===== src/rtl/regfile_wb_arbiter.sv =====
// Register-file write-port arbiter: pipeline writeback (A) over buffered mult/div results (B).
// Define WB_SCOREBOARD_EN to track B-pending destinations and drive o_stall/o_busy_vec.
module regfile_wb_arbiter #(
    parameter int DEPTH = 2,
    parameter int AW    = 5,
    parameter int DW    = 32
) (
    input  logic          clk,
    input  logic          resetn,
    input  logic          i_a_valid,
    input  logic [AW-1:0] i_a_waddr,
    input  logic [DW-1:0] i_a_wdata,
    input  logic          i_b_valid,
    output logic          o_b_ready,
    input  logic [AW-1:0] i_b_waddr,
    input  logic [DW-1:0] i_b_wdata,
    input  logic          i_issue_valid,
    input  logic [AW-1:0] i_issue_waddr,
    input  logic [AW-1:0] i_raddr1,
    input  logic [AW-1:0] i_raddr2,
    output logic          o_stall,
    output logic [31:0]   o_busy_vec,
    output logic          o_we,
    output logic [AW-1:0] o_waddr,
    output logic [DW-1:0] o_wdata
);

    localparam int PW = (DEPTH > 1) ? $clog2(DEPTH) : 1;
    localparam int CW = $clog2(DEPTH + 1);

    typedef struct packed {
        logic [AW-1:0] waddr;
        logic [DW-1:0] wdata;
    } wb_t;

    wb_t           fifo_q [DEPTH];
    logic [PW-1:0] wr_ptr;
    logic [PW-1:0] rd_ptr;
    logic [CW-1:0] count;
    logic          push;
    logic          pop;
    wb_t           head;

    // Ready comes only from the registered count, so a same-cycle pop never raises it.
    assign o_b_ready = (count != CW'(DEPTH));
    assign push      = i_b_valid && o_b_ready;
    assign pop       = !i_a_valid && (count != '0);
    assign head      = fifo_q[rd_ptr];

    always_ff @(posedge clk) begin
        if (push) begin
            fifo_q[wr_ptr] <= '{waddr: i_b_waddr, wdata: i_b_wdata};
        end
    end

    always_ff @(posedge clk or negedge resetn) begin
        if (!resetn) begin
            wr_ptr <= '0;
            rd_ptr <= '0;
            count  <= '0;
        end else begin
            if (push) begin
                wr_ptr <= wr_ptr + 1'b1;
            end
            if (pop) begin
                rd_ptr <= rd_ptr + 1'b1;
            end
            if (push && !pop) begin
                count <= count + CW'(1);
            end else if (pop && !push) begin
                count <= count - CW'(1);
            end
        end
    end

    // Writes to x0 are consumed but never reach the register file.
    always_ff @(posedge clk or negedge resetn) begin
        if (!resetn) begin
            o_we    <= 1'b0;
            o_waddr <= '0;
            o_wdata <= '0;
        end else if (i_a_valid) begin
            o_we    <= (i_a_waddr != '0);
            o_waddr <= i_a_waddr;
            o_wdata <= i_a_wdata;
        end else if (pop) begin
            o_we    <= (head.waddr != '0);
            o_waddr <= head.waddr;
            o_wdata <= head.wdata;
        end else begin
            o_we    <= 1'b0;
        end
    end

`ifdef WB_SCOREBOARD_EN
    logic [31:0] busy_q;
    logic [31:0] busy_d;

    // Clear first so a same-cycle reissue to the same register keeps it pending.
    always_comb begin
        busy_d = busy_q;
        if (pop) begin
            busy_d[head.waddr] = 1'b0;
        end
        if (i_issue_valid && (i_issue_waddr != '0)) begin
            busy_d[i_issue_waddr] = 1'b1;
        end
        busy_d[0] = 1'b0;
    end

    always_ff @(posedge clk or negedge resetn) begin
        if (!resetn) begin
            busy_q <= '0;
        end else begin
            busy_q <= busy_d;
        end
    end

    assign o_busy_vec = busy_q;
    assign o_stall    = busy_q[i_raddr1] | busy_q[i_raddr2] |
                        (i_issue_valid & busy_q[i_issue_waddr]);
`else
    logic unused_sb;

    assign unused_sb  = ^{i_issue_valid, i_issue_waddr, i_raddr1, i_raddr2};
    assign o_busy_vec = '0;
    assign o_stall    = 1'b0;
`endif

endmodule


===== config.mk =====
export PLATFORM = sky130hd
export DESIGN_NAME = regfile_wb_arbiter
export DESIGN_NICKNAME = d
export VERILOG_FILES = /design/src/rtl/regfile_wb_arbiter.sv
export SDC_FILE = /design/constraint.sdc
export NUM_CORES = 1
export LEC_CHECK = 0
export BUFFER_PORTS_ARGS = -buffer_cell sky130_fd_sc_hd__buf_2
export CAP_MARGIN = 20
export CELL_PAD_IN_SITES_DETAIL_PLACEMENT = 0
export CELL_PAD_IN_SITES_GLOBAL_PLACEMENT = 1
export CORE_UTILIZATION = 40
export DETAILED_ROUTE_END_ITERATION = 8
export HOLD_SLACK_MARGIN = 0.08
export PLACE_DENSITY = 0.83
export SLEW_MARGIN = 10
export SYNTH_ARGS = -nofsm -noshare
export SYNTH_HDL_FRONTEND = slang
export SYNTH_SLANG_ARGS = --single-unit

===== constraint.sdc =====
create_clock -name clk -period 2.9 [get_ports clk]
set_input_delay 0.87 -clock clk [delete_from_list [all_inputs] [get_ports clk]]
set_output_delay 0.87 -clock clk [all_outputs]
set_load 0.005 [all_outputs]

==> results by stage, run 1 <==
Critical path:
- The startpoint class of the critical path is a flop.
- The number of cells on the worst reg-to-reg path is 4.
- In this run the worst path has a maximum fanout of 4.
- At the worst endpoint, the arrival time is 1190 ps.
- The worst setup path is captured at an output port.
- The category of the most critical setup path is flop to output port.
- The required arrival time at the worst endpoint is 2030 ps.

Timing:
- The clock arrives with 8.56 ps of skew.
- Hold timing on the final database bottoms out at a slack of 445 ps.
- At the pin with the least slew margin, the transition time is 645 ps.
- The number of hold violations in the final report was 0.
- The setup total negative slack is 0 ps.
- The maximum operating frequency is 0.485 GHz.
- Setup violations remaining at the end of the flow were counted as 0.
- Setup repair after global routing left no endpoint under its margin.
- The total count of max-transition violations in the final report was 0.
- The part of the cycle the worst path needs is 0.710.
- The time the final worst path needs with I/O delays and setup is 2060 ps.
- In this run the tightest slew margin relative to its limit is 0.569.

Clocking:
- The quantity of hold-fixing buffers added after cts is 0.
- The clock passes through at most 2 buffers.
- The clock root buffer is sky130_fd_sc_hd__clkbuf_16.
- The total clock buffers created by CTS is 17.
- The clock-pin slew on the worst setup and hold paths is 50 ps.
- The clock net in this run drives a total of 116 sinks.
- The quantity of gates resized following cts is 0.
- Buffers added to address setup during post-CTS repair amount to 0.
- CTS built an H-tree with a depth of 4.
- The clock tree from TritonCTS is done.
- The later-pin clock latency in the skew report is 410 ps.

Floorplan:
- The I/O pin total is 166.
- In this run the standard cell core region covers 0.0117 mm^2.
- The initial utilization of the core area, before any placement, comes to 0.418.
- From left edge to right edge, the die measures 112 um.
- The initialized floorplan defines 39 standard-cell rows.
- The die covers 0.0126 mm^2.
- The die extent in y is 112 um.

Synth:
- During synthesis, Yosys emitted a total of 0 warnings.
- The post-synthesis instance area is 0.00488 mm^2.
- The share of the Yosys chip area taken by registers is 0.671.
- In the synthesized netlist, the number of instances is 336.
- Sorting the synthesized cells by area gives the leading types as sky130_fd_sc_hd__edfxtp_1, sky130_fd_sc_hd__dfrtp_1, sky130_fd_sc_hd__mux2_2, sky130_fd_sc_hd__mux2i_1, sky130_fd_sc_hd__buf_4.
- The synthesized area per cell is 14.5 um^2.
- The largest total area in the synthesized netlist belongs to sky130_fd_sc_hd__edfxtp_1.
- The flop and latch count out of synthesis is 116.
- The netlist uses 28 different library cells.
- The share of synthesized area in the top cell type comes to 0.456.

Final layout:
- The number of fill cells in the layout is 992.
- In the final layout, the share of cells above drive strength 1 is 0.396.
- From synthesis to final layout, the design area changed by 24.7%.
- The final layout contains 557 nets.
- The antenna diode instance count is 0.

Drt:
- The detailed router's first-iteration violation count is 92.
- Wires add up to 9.29 mm.
- The final antenna-violating net count is 0.
- After detailed routing, the number of remaining DRC violations is 0.
- The final route contains 2,938 vias.
- For this run, the detailed router's first-pass iteration total came to 5.
- In the routed layout, each cell is associated on average with a via count of 4.75.
- Dividing the detail-routed wire length by the instance count gives 15.0 um.

Global route:
- The number of global-route vias before repair is 3,032.
- The remaining global-route overflow is 0.
- The initial antenna violation count is 0.
- For this run, the total global-route usage over all layers was measured as 0.163.
- The first global-routing pass estimated 15.1 mm of wire.
- Entering global routing, the biggest net connects 39 pins.

Place:
- The count of input and output buffers is 116.
- Once detailed placement completed, the half-perimeter wirelength came to 6.34 mm.
- At the end of routability-driven placement, the weighted congestion stood at 0.697.

Worst hold path:
- The class of the tightest hold or removal check is input port to async pin.

Power and ir drop:
- The share of total power dissipated in sequential elements is 0.413.
- The combinational group share of total power is 0.254.
- The internal power of the cells totals 4.33 mW.
- The share of total power dissipated in the clock network is 0.333.
- Of the total power, the share spent switching nets is 0.272.
- Summed over all nets, the switching power comes to 1.61 mW.
- The worst IR drop on VDD is 0.558 mV.
- For this design the static power due to leakage is 2.56 nW.
- The power density normalized to cell area is 978 mW/mm^2.

Run:
- Max-cap violations in this run came to 0.

Run status:
- The run finished with clean final reports.
kinds of logic after synthesis:
logic type      synth area share
compound gates            0.0429
mux                        0.159
other cells             0.000769
xor+xnor                 0.00898
buf+inv                   0.0703
simple gates              0.0441
fa+ha+maj                0.00257
flops                      0.671
critical path: stages, from the launching register on:
cell	delay, ps
sky130_fd_sc_hd__dfrtp_1	440
sky130_fd_sc_hd__nand2b_1	200
sky130_fd_sc_hd__buf_2	150
layout make-up:
type,count,area [um^2],share of cell area
Timing Repair Buffer,124,666,0.110
Multi-Input combinational cell,202,1390,0.228
Inverter,1,3.75,0.000618
Clock inverter,5,73.8,0.0121
Tap cell,143,179,0.0294
Clock buffer,27,493,0.0811
Sequential cell,116,3270,0.539
power by group through the flow:
stage	Clock [mW]	Combinational (mW)	Sequential, mW
final	1.98	1.51	2.46
after global routing	2.11	1.66	2.51
after detailed placement	0	1.53	2.49
after global placement	0	1.50	2.46
after floorplan	0	1.10	2.43
after CTS	2.03	1.54	2.46
per-stage QoR:
step,cell area (um^2),std cells,setup WS (ps),power [mW],utilization
floorplan,5000,368,559,3.54,-
global placement,5510,586,696,3.97,0.473
detailed placement,5510,586,677,4.02,0.473
CTS,6080,618,809,6.03,0.521
global route,6080,618,770,6.28,0.521
finish,6080,618,840,5.94,0.521
path summary, 6_finish.rpt:
kind	start	endpoint	slack [ps]
max	count[0]	o_b_ready	840
min reg2reg	count[1]	count[1]	550
min in group clk	count[1]	count[1]	550
max reg2reg	count[0]	fifo_q[0][12]	1060
min	resetn	o_wdata[17]	450
max in group asynchronous	resetn	rd_ptr	1720
flip-flops by register name, summed over array words and instances (netlist names):
| name | cells |
|---|---|
| count | 2 |
| rd_ptr | 1 |
| fifo_q | 74 |
| o_wdata | 32 |
| o_we | 1 |
| wr_ptr | 1 |
| o_waddr | 5 |
layer usage:
layer | vias to the layer above | routed length (um) | GRT usage
li1 | 1409 | - | -
met1 | 1396 | 3980 | 0.190
met2 | 117 | 4590 | 0.270
met3 | 16 | 553 | 0.0610
met4 | 0 | 169 | 0.0747
met5 | - | 0 | 0
synthesized netlist by cell type:
library cell and n:
sky130_fd_sc_hd__edfxtp_1 74, sky130_fd_sc_hd__dfrtp_1 42, sky130_fd_sc_hd__nand2_1 39, sky130_fd_sc_hd__nor2_1 3
sky130_fd_sc_hd__or4_1 2, sky130_fd_sc_hd__nor4_1 1, sky130_fd_sc_hd__clkbuf_1 7, sky130_fd_sc_hd__o21ai_0 28
sky130_fd_sc_hd__or2_1 1, sky130_fd_sc_hd__mux2i_1 37, sky130_fd_sc_hd__a21o_1 1, sky130_fd_sc_hd__or3_1 1
sky130_fd_sc_hd__xnor2_1 3, sky130_fd_sc_hd__o21ai_1 9, sky130_fd_sc_hd__buf_2 4, sky130_fd_sc_hd__nor2_4 1
sky130_fd_sc_hd__o311ai_1 1, sky130_fd_sc_hd__conb_1 1, sky130_fd_sc_hd__and3_1 1, sky130_fd_sc_hd__nand2b_1 1
sky130_fd_sc_hd__mux2_2 36, sky130_fd_sc_hd__buf_6 2, sky130_fd_sc_hd__buf_4 35, sky130_fd_sc_hd__ha_1 1
sky130_fd_sc_hd__o211ai_1 1, sky130_fd_sc_hd__xor2_1 2, sky130_fd_sc_hd__inv_1 1, sky130_fd_sc_hd__clkbuf_4 1
cell usage in the layout (no fill, tap or decap):
cell / instances
sky130_fd_sc_hd__clkbuf_8: 3
sky130_fd_sc_hd__buf_4: 6
sky130_fd_sc_hd__mux2_2: 36
sky130_fd_sc_hd__inv_1: 1
sky130_fd_sc_hd__or4_1: 2
sky130_fd_sc_hd__mux2i_1: 37
sky130_fd_sc_hd__clkbuf_1: 7
sky130_fd_sc_hd__clkinv_1: 1
sky130_fd_sc_hd__nor2_4: 2
sky130_fd_sc_hd__clkbuf_16: 17
sky130_fd_sc_hd__nor2_1: 2
sky130_fd_sc_hd__nor4_1: 1
sky130_fd_sc_hd__clkinv_2: 2
sky130_fd_sc_hd__dfrtp_1: 41
sky130_fd_sc_hd__xnor2_1: 3
sky130_fd_sc_hd__o21ai_0: 28
sky130_fd_sc_hd__o21ai_1: 9
sky130_fd_sc_hd__and3_2: 1
sky130_fd_sc_hd__or3_1: 1
sky130_fd_sc_hd__nand2b_1: 1
sky130_fd_sc_hd__conb_1: 33
sky130_fd_sc_hd__nand2_1: 39
sky130_fd_sc_hd__buf_2: 116
sky130_fd_sc_hd__buf_12: 2
sky130_fd_sc_hd__edfxtp_1: 74
sky130_fd_sc_hd__o311ai_1: 1
sky130_fd_sc_hd__bufinv_16: 2
sky130_fd_sc_hd__xor2_1: 2
sky130_fd_sc_hd__ha_1: 1
sky130_fd_sc_hd__or2_1: 1
sky130_fd_sc_hd__dfrtp_2: 1
sky130_fd_sc_hd__o211ai_1: 1
sky130_fd_sc_hd__a21o_1: 1
Power figures use the tool's default switching activity.
==> run 2: changes to the inputs <==
==> constraint.sdc (replaced) <==
create_clock -name clk -period 2.08 [get_ports clk]
set_input_delay 0.624 -clock clk [delete_from_list [all_inputs] [get_ports clk]]
set_output_delay 0.624 -clock clk [all_outputs]
set_load 0.005 [all_outputs]
==> results by stage, run 2 (synthesized netlist as in run 1, its figures left out) <==
Run status:
- Status: finished clean (unchanged).

Final layout:
- The share of layout cells above drive strength 1 is 0.402 (was 0.396).
- The multi-input logic area is 0.00139 mm^2 (unchanged).
- The number of fill cells in the layout was 977 (was 992).
- The antenna diode instance count was 0 (unchanged).
- The register area is 0.00327 mm^2 (unchanged).
- The non-filler instance count after layout is 618 (unchanged).
- The final cell area excluding filler cells is 0.00613 mm^2 (was 0.00608 mm^2).
- The register with the most flip-flops was fifo_q (unchanged).
- Largest registers: fifo_q (74), o_wdata (32), o_waddr (5) (unchanged).
- Commonest non-fill, non-tap cells in the layout: sky130_fd_sc_hd__buf_2, sky130_fd_sc_hd__edfxtp_1, sky130_fd_sc_hd__dfrtp_1, sky130_fd_sc_hd__nand2_1, sky130_fd_sc_hd__mux2i_1 (unchanged).
- The most common cell after layout, fill and taps aside is sky130_fd_sc_hd__buf_2 (unchanged).
- The final-stage net count was 558 (was 557).
- The area growth from synthesis to layout is 25.7% (was 24.7%).
- The flip-flop count of the largest register after layout is 74 (unchanged).

Drt:
- The length of the first detailed-routing pass in iterations came to 4 (was 5).
- The via count came to 2,929 (was 2,938).
- The DRC violations left is 0 (unchanged).
- The length of routed wiring on met1 was 4.18 mm (was 3.98 mm).
- The detailed router's first-iteration violation count was 141 (was 92).
- The wire length per cell came to 15.6 um (was 15.0 um).
- The detailed-route vias per instance came to 4.74 (was 4.75).
- The total wire length after detailed routing is 9.63 mm (was 9.29 mm).
- The sum of met3 wire segment lengths after detailed routing is 583 um (was 553 um).
- The final antenna-violating net count is 0 (unchanged).
- The wire length on met2 was 4.69 mm (was 4.59 mm).
- The highest metal layer with signal wires was met4 (unchanged).

Power and ir drop:
- The power density normalized to cell area is 1370 mW/mm^2 (was 978 mW/mm^2).
- The total power consumption of the routed design is 8.41 mW (was 5.94 mW).
- The leakage power summed over all cells came to 2.59 nW (was 2.56 nW).
- The worst IR drop on VDD is 0.701 mV (was 0.558 mV).

Critical path:
- The cell with the largest stage delay on the worst path is sky130_fd_sc_hd__dfrtp_1 (unchanged).
- The required arrival time at the worst endpoint is 1460 ps (was 2030 ps).
- The timing endpoint of the critical path was o_b_ready (unchanged).
- The category of the most critical setup path is flop to output port (unchanged).
- The reg2reg setup slack is 440 ps (was 1060 ps).
- The terminus of the critical flop-to-flop path is fifo_q[0][14] (was fifo_q[0][12]).
- The launching point of the worst reg2reg path was count[0] (unchanged).
- Worst-path cell chain: nand2b_1 -> buf_2 (unchanged).
- The maximum net fanout on the critical path is 4 (unchanged).
- The number of cells on the worst reg-to-reg path came to 4 (unchanged).
- The data arrival at the endpoint of the critical path came to 1190 ps (about the same).
- The nature of the critical path endpoint is an output port (unchanged).
- The maximum cell stage delay along the critical path was 440 ps (about the same).
- The startpoint class of the critical path is a flop (unchanged).
- The first element of the critical path was count[0] (unchanged).

Global route:
- The pin count of the biggest net entering global routing is 45 (was 39).
- The global-route usage over all layers was 0.164 (was 0.163).
- The remaining global-route overflow was 0 (unchanged).
- The first-pass GRT wire length was 15.3 mm (was 15.1 mm).
- The initial antenna violation count is 0 (unchanged).
- The number of global-route vias before repair came to 3,020 (was 3,032).

Floorplan:
- The die extent in y is 112 um (unchanged).
- The die area is 0.0126 mm^2 (unchanged).
- The die width came to 112 um (unchanged).
- The number of rows in the core area is 39 (unchanged).
- The I/O pin total is 166 (unchanged).
- The starting utilization of the core area is 0.418 (unchanged).
- The area of the placeable core is 0.0117 mm^2 (unchanged).

Clocking:
- The total number of H-tree levels is 4 (unchanged).
- The clock tree from TritonCTS is done (unchanged).
- The quantity of gates resized following cts is 0 (unchanged).
- The TritonCTS sink count is 116 (unchanged).
- The setup fix buffers added after clock tree synthesis is 0 (unchanged).
- The clock root buffer was sky130_fd_sc_hd__clkbuf_16 (unchanged).
- The largest buffer count on any clock path is 2 (unchanged).
- The clock-pin slew on the worst setup and hold paths is 50 ps (about the same).
- The later-pin clock latency in the skew report was 410 ps (about the same).
- The total clock buffers created by CTS was 17 (unchanged).
- The quantity of hold-fixing buffers added after cts is 0 (unchanged).

Timing:
- The number of endpoints failing setup at the final stage is 0 (unchanged).
- The worst relative slew slack came to 0.640 (was 0.569).
- Derived from the worst setup path, the maximum achievable clock frequency is 0.551 GHz.
- The setup total negative slack is 0 ps (unchanged).
- Setup repair after global routing missed its margin: false (unchanged).
- The hold slack is 203 ps (was 445 ps).
- The post-route clock skew is 8.26 ps (was 8.56 ps).
- The number of hold violations in the final report is 0 (unchanged).
- The time the final worst path needs with I/O delays and setup is 1820 ps.
- The total count of max-transition violations in the final report came to 0 (unchanged).
- The part of the cycle the worst path needs is 0.873.
- The slew at the pin closest to its max-slew limit is 540 ps (was 645 ps).

Place:
- The detailed placer's ending HPWL is 6.46 mm (was 6.34 mm).
- The post-place instance area is 0.00556 mm^2 (was 0.00551 mm^2).
- The final RePlAce weighted congestion was 0.767 (was 0.697).
- The count of input and output buffers came to 116 (unchanged).
- The placed instance count is 587 (was 586).

Run:
- The max-capacitance violation count came to 0 (unchanged).

Worst hold path:
- The class of the tightest hold or removal check was input port to async pin (unchanged).
-- run 2: worst min path at each step --
stage	to	depth (start not counted)	slack, ps	startpoint
after CTS	o_wdata[25]	1	210	resetn
after global routing	o_wdata[25]	1	240	resetn
after detailed placement	o_wdata[24]	2	540	o_wdata[24]
after floorplan	count[0]	0	330	resetn
final	o_wdata[23]	1	200	resetn
after global placement	o_wdata[21]	2	530	o_wdata[21]
-- run 2: stage by stage --
step            util  setup WS [ps]
3_5_place_dp   0.476            324
2_1_floorplan      -            120
4_1_cts        0.526            238
3_3_place_gp   0.476            321
6_report       0.526            265
5_1_grt        0.526            200
-- run 2: cell type report --
cell class                      instances  share of cell area
Inverter                                1            0.000612
Tap cell                              143              0.0292
Sequential cell                       116               0.534
Multi-Input combinational cell        202               0.227
Timing Repair Buffer                  125               0.116
Clock inverter                          5              0.0122
Clock buffer                           26              0.0814
-- run 2: critical path, delay by kind of cell (launching register included) --
family / cells / cell delay [ps]
buffers and inverters: 1 / 140
DFF: 1 / 440
and+or+nand+nor: 1 / 200
-- run 2: layer usage --
metal | GRT usage | up-vias
li1 | - | 1399
met5 | 0 | -
met1 | 0.194 | 1396
met3 | 0.0605 | 17
met2 | 0.269 | 117
met4 | 0.0747 | 0
-- run 2: report_power, final --
| part | internal [mW] | switching [mW] | total (mW) |
|---|---|---|---|
| clock | 1.87 | 0.926 | 2.80 |
| sequential | 3.12 | 0.238 | 3.36 |
| combinational | 1.12 | 1.13 | 2.25 |
==> run 3: changes to the inputs <==
--- a/config.mk
+++ b/config.mk
@@ -12,7 +12,7 @@
 export CORE_UTILIZATION = 40
 export DETAILED_ROUTE_END_ITERATION = 8
 export HOLD_SLACK_MARGIN = 0.08
-export PLACE_DENSITY = 0.83
+export PLACE_DENSITY = 0.86
 export SLEW_MARGIN = 10
 export SYNTH_ARGS = -nofsm -noshare
 export SYNTH_HDL_FRONTEND = slang
==> results by stage, run 3 (synthesized netlist as in run 1, its figures left out) <==
Critical path:
- The data arrival at the endpoint of the critical path is 1180 ps (was 1190 ps).
- The category of the most critical setup path is flop to output port (unchanged).
- The nature of the critical path endpoint was an output port (unchanged).
- The timing endpoint of the critical path is o_b_ready (unchanged).
- The required arrival time at the worst endpoint is 1460 ps (about the same).
- The startpoint class of the critical path is a flop (unchanged).
- The maximum net fanout on the critical path is 4 (unchanged).
- The launching point of the worst reg2reg path is count[0] (unchanged).
- The reg2reg setup slack is 460 ps (was 440 ps).
- The first element of the critical path is count[0] (unchanged).
- The number of cells on the worst reg-to-reg path is 7 (was 4).
- The terminus of the critical flop-to-flop path is count[1] (was fifo_q[0][14]).

Final layout:
- The register with the most flip-flops is fifo_q (unchanged).
- The final-stage net count is 558 (unchanged).
- The register area is 0.00327 mm^2 (unchanged).
- Commonest non-fill, non-tap cells in the layout: sky130_fd_sc_hd__buf_2, sky130_fd_sc_hd__edfxtp_1, sky130_fd_sc_hd__dfrtp_1, sky130_fd_sc_hd__nand2_1, sky130_fd_sc_hd__mux2i_1 (unchanged).
- The area growth from synthesis to layout is 24.6% (was 25.7%).
- The antenna diode instance count is 0 (unchanged).
- The multi-input logic area is 0.00139 mm^2 (unchanged).
- The flip-flop count of the largest register after layout is 74 (unchanged).
- The final cell area excluding filler cells is 0.00608 mm^2 (was 0.00613 mm^2).
- Largest registers: fifo_q (74), o_wdata (32), o_waddr (5) (unchanged).
- The share of layout cells above drive strength 1 was 0.410 (was 0.402).
- The most common cell after layout, fill and taps aside was sky130_fd_sc_hd__buf_2 (unchanged).
- The number of fill cells in the layout is 997 (was 977).

Clocking:
- The clock root buffer is sky130_fd_sc_hd__clkbuf_16 (unchanged).
- The total number of H-tree levels is 4 (unchanged).
- The TritonCTS sink count is 116 (unchanged).
- The clock tree from TritonCTS is done (unchanged).
- The later-pin clock latency in the skew report was 400 ps (was 410 ps).
- The largest buffer count on any clock path was 2 (unchanged).
- The quantity of gates resized following cts is 0 (unchanged).
- The clock-pin slew on the worst setup and hold paths came to 50 ps (about the same).
- The total clock buffers created by CTS is 17 (unchanged).
- The setup fix buffers added after clock tree synthesis was 0 (unchanged).
- The quantity of hold-fixing buffers added after cts is 0 (unchanged).

Global route:
- The number of global-route vias before repair is 3,041 (was 3,020).
- The first-pass GRT wire length is 15.2 mm (was 15.3 mm).
- The global-route usage over all layers was 0.163 (was 0.164).
- The initial antenna violation count is 1 (was 0).
- The pin count of the biggest net entering global routing is 78 (was 45).
- The remaining global-route overflow is 0 (unchanged).

Worst hold path:
- The class of the tightest hold or removal check is input port to async pin (unchanged).

Timing:
- The part of the cycle the worst path needs is 0.868 (was 0.873).
- The number of endpoints failing setup at the final stage is 0 (unchanged).
- The time the final worst path needs with I/O delays and setup is 1810 ps (was 1820 ps).
- The number of hold violations in the final report is 0 (unchanged).
- The setup total negative slack is 0 ps (unchanged).
- The maximum operating frequency is 0.554 GHz (was 0.551 GHz).
- The post-route clock skew is 5.15 ps (was 8.26 ps).
- The total count of max-transition violations in the final report is 0 (unchanged).
- Setup repair after global routing missed its margin: false (unchanged).

Place:
- The final RePlAce weighted congestion is 0.729 (was 0.767).
- The detailed placer's ending HPWL is 6.15 mm (was 6.46 mm).
- The count of input and output buffers came to 116 (unchanged).
- The post-place instance area is 0.00553 mm^2 (was 0.00556 mm^2).

Power and ir drop:
- The worst IR drop on VDD was 0.706 mV (was 0.701 mV).
- The total power consumption of the routed design came to 8.17 mW (was 8.41 mW).
- The power density normalized to cell area is 1340 mW/mm^2 (was 1370 mW/mm^2).
- The leakage power summed over all cells came to 2.57 nW (was 2.59 nW).

Floorplan:
- The die area is 0.0126 mm^2 (unchanged).
- The starting utilization of the core area is 0.418 (unchanged).
- The I/O pin total is 166 (unchanged).
- The area of the placeable core is 0.0117 mm^2 (unchanged).
- The number of rows in the core area came to 39 (unchanged).
- The die extent in y is 112 um (unchanged).
- The die width is 112 um (unchanged).

Run status:
- Status: finished clean (unchanged).

Drt:
- The detailed router's first-iteration violation count is 110 (was 141).
- The DRC violations left is 0 (unchanged).
- The length of the first detailed-routing pass in iterations is 4 (unchanged).
- The total wire length after detailed routing is 9.35 mm (was 9.63 mm).
- The final antenna-violating net count is 0 (unchanged).
- The detailed-route vias per instance was 4.74 (about the same).
- The via count is 2,935 (was 2,929).
- The wire length per cell is 15.1 um (was 15.6 um).

Run:
- The max-capacitance violation count was 0 (unchanged).
## run 3: layer usage
metal | wire length [um] | GRT usage | up-vias
met5 | 0 | 0 | -
met4 | 173 | 0.0756 | 0
met1 | 3940 | 0.182 | 1403
li1 | - | - | 1406
met2 | 4690 | 0.276 | 113
met3 | 552 | 0.0621 | 13
## run 3: report_power, final
| part | switching (mW) | internal, mW |
|---|---|---|
| logic | 1.11 | 1.07 |
| clock network | 0.958 | 1.68 |
| registers | 0.230 | 3.12 |
## run 3: through the flow
stage	setup slack, ps	utilization	hold slack [ps]	cells
floorplan	120	-	328	368
global placement	365	0.474	532	587
detailed placement	324	0.474	540	587
CTS	243	0.521	136	619
global route	220	0.521	150	619
finish	274	0.521	151	619
## run 3: worst min-delay path by stage
stage	endpoint	slack (ps)
after CTS	o_wdata[22]	140
after detailed placement	o_wdata[21]	540
after global placement	o_wdata[23]	530
after global routing	o_wdata[23]	150
final	o_wdata[22]	150
after floorplan	count[0]	330
## run 3: worst max-delay path: stages (launching register included)
cell,delay (ps)
sky130_fd_sc_hd__dfrtp_1,440
sky130_fd_sc_hd__nand2b_1,200
sky130_fd_sc_hd__buf_2,140
## run 3: cell type report
| type | instances | share of cell area |
|---|---|---|
| Clock buffer | 21 | 0.0758 |
| Inverter | 1 | 0.000618 |
| Clock inverter | 11 | 0.0140 |
| Tap cell | 143 | 0.0294 |
| Timing Repair Buffer | 125 | 0.113 |
| Multi-Input combinational cell | 202 | 0.229 |
| Sequential cell | 116 | 0.539 |
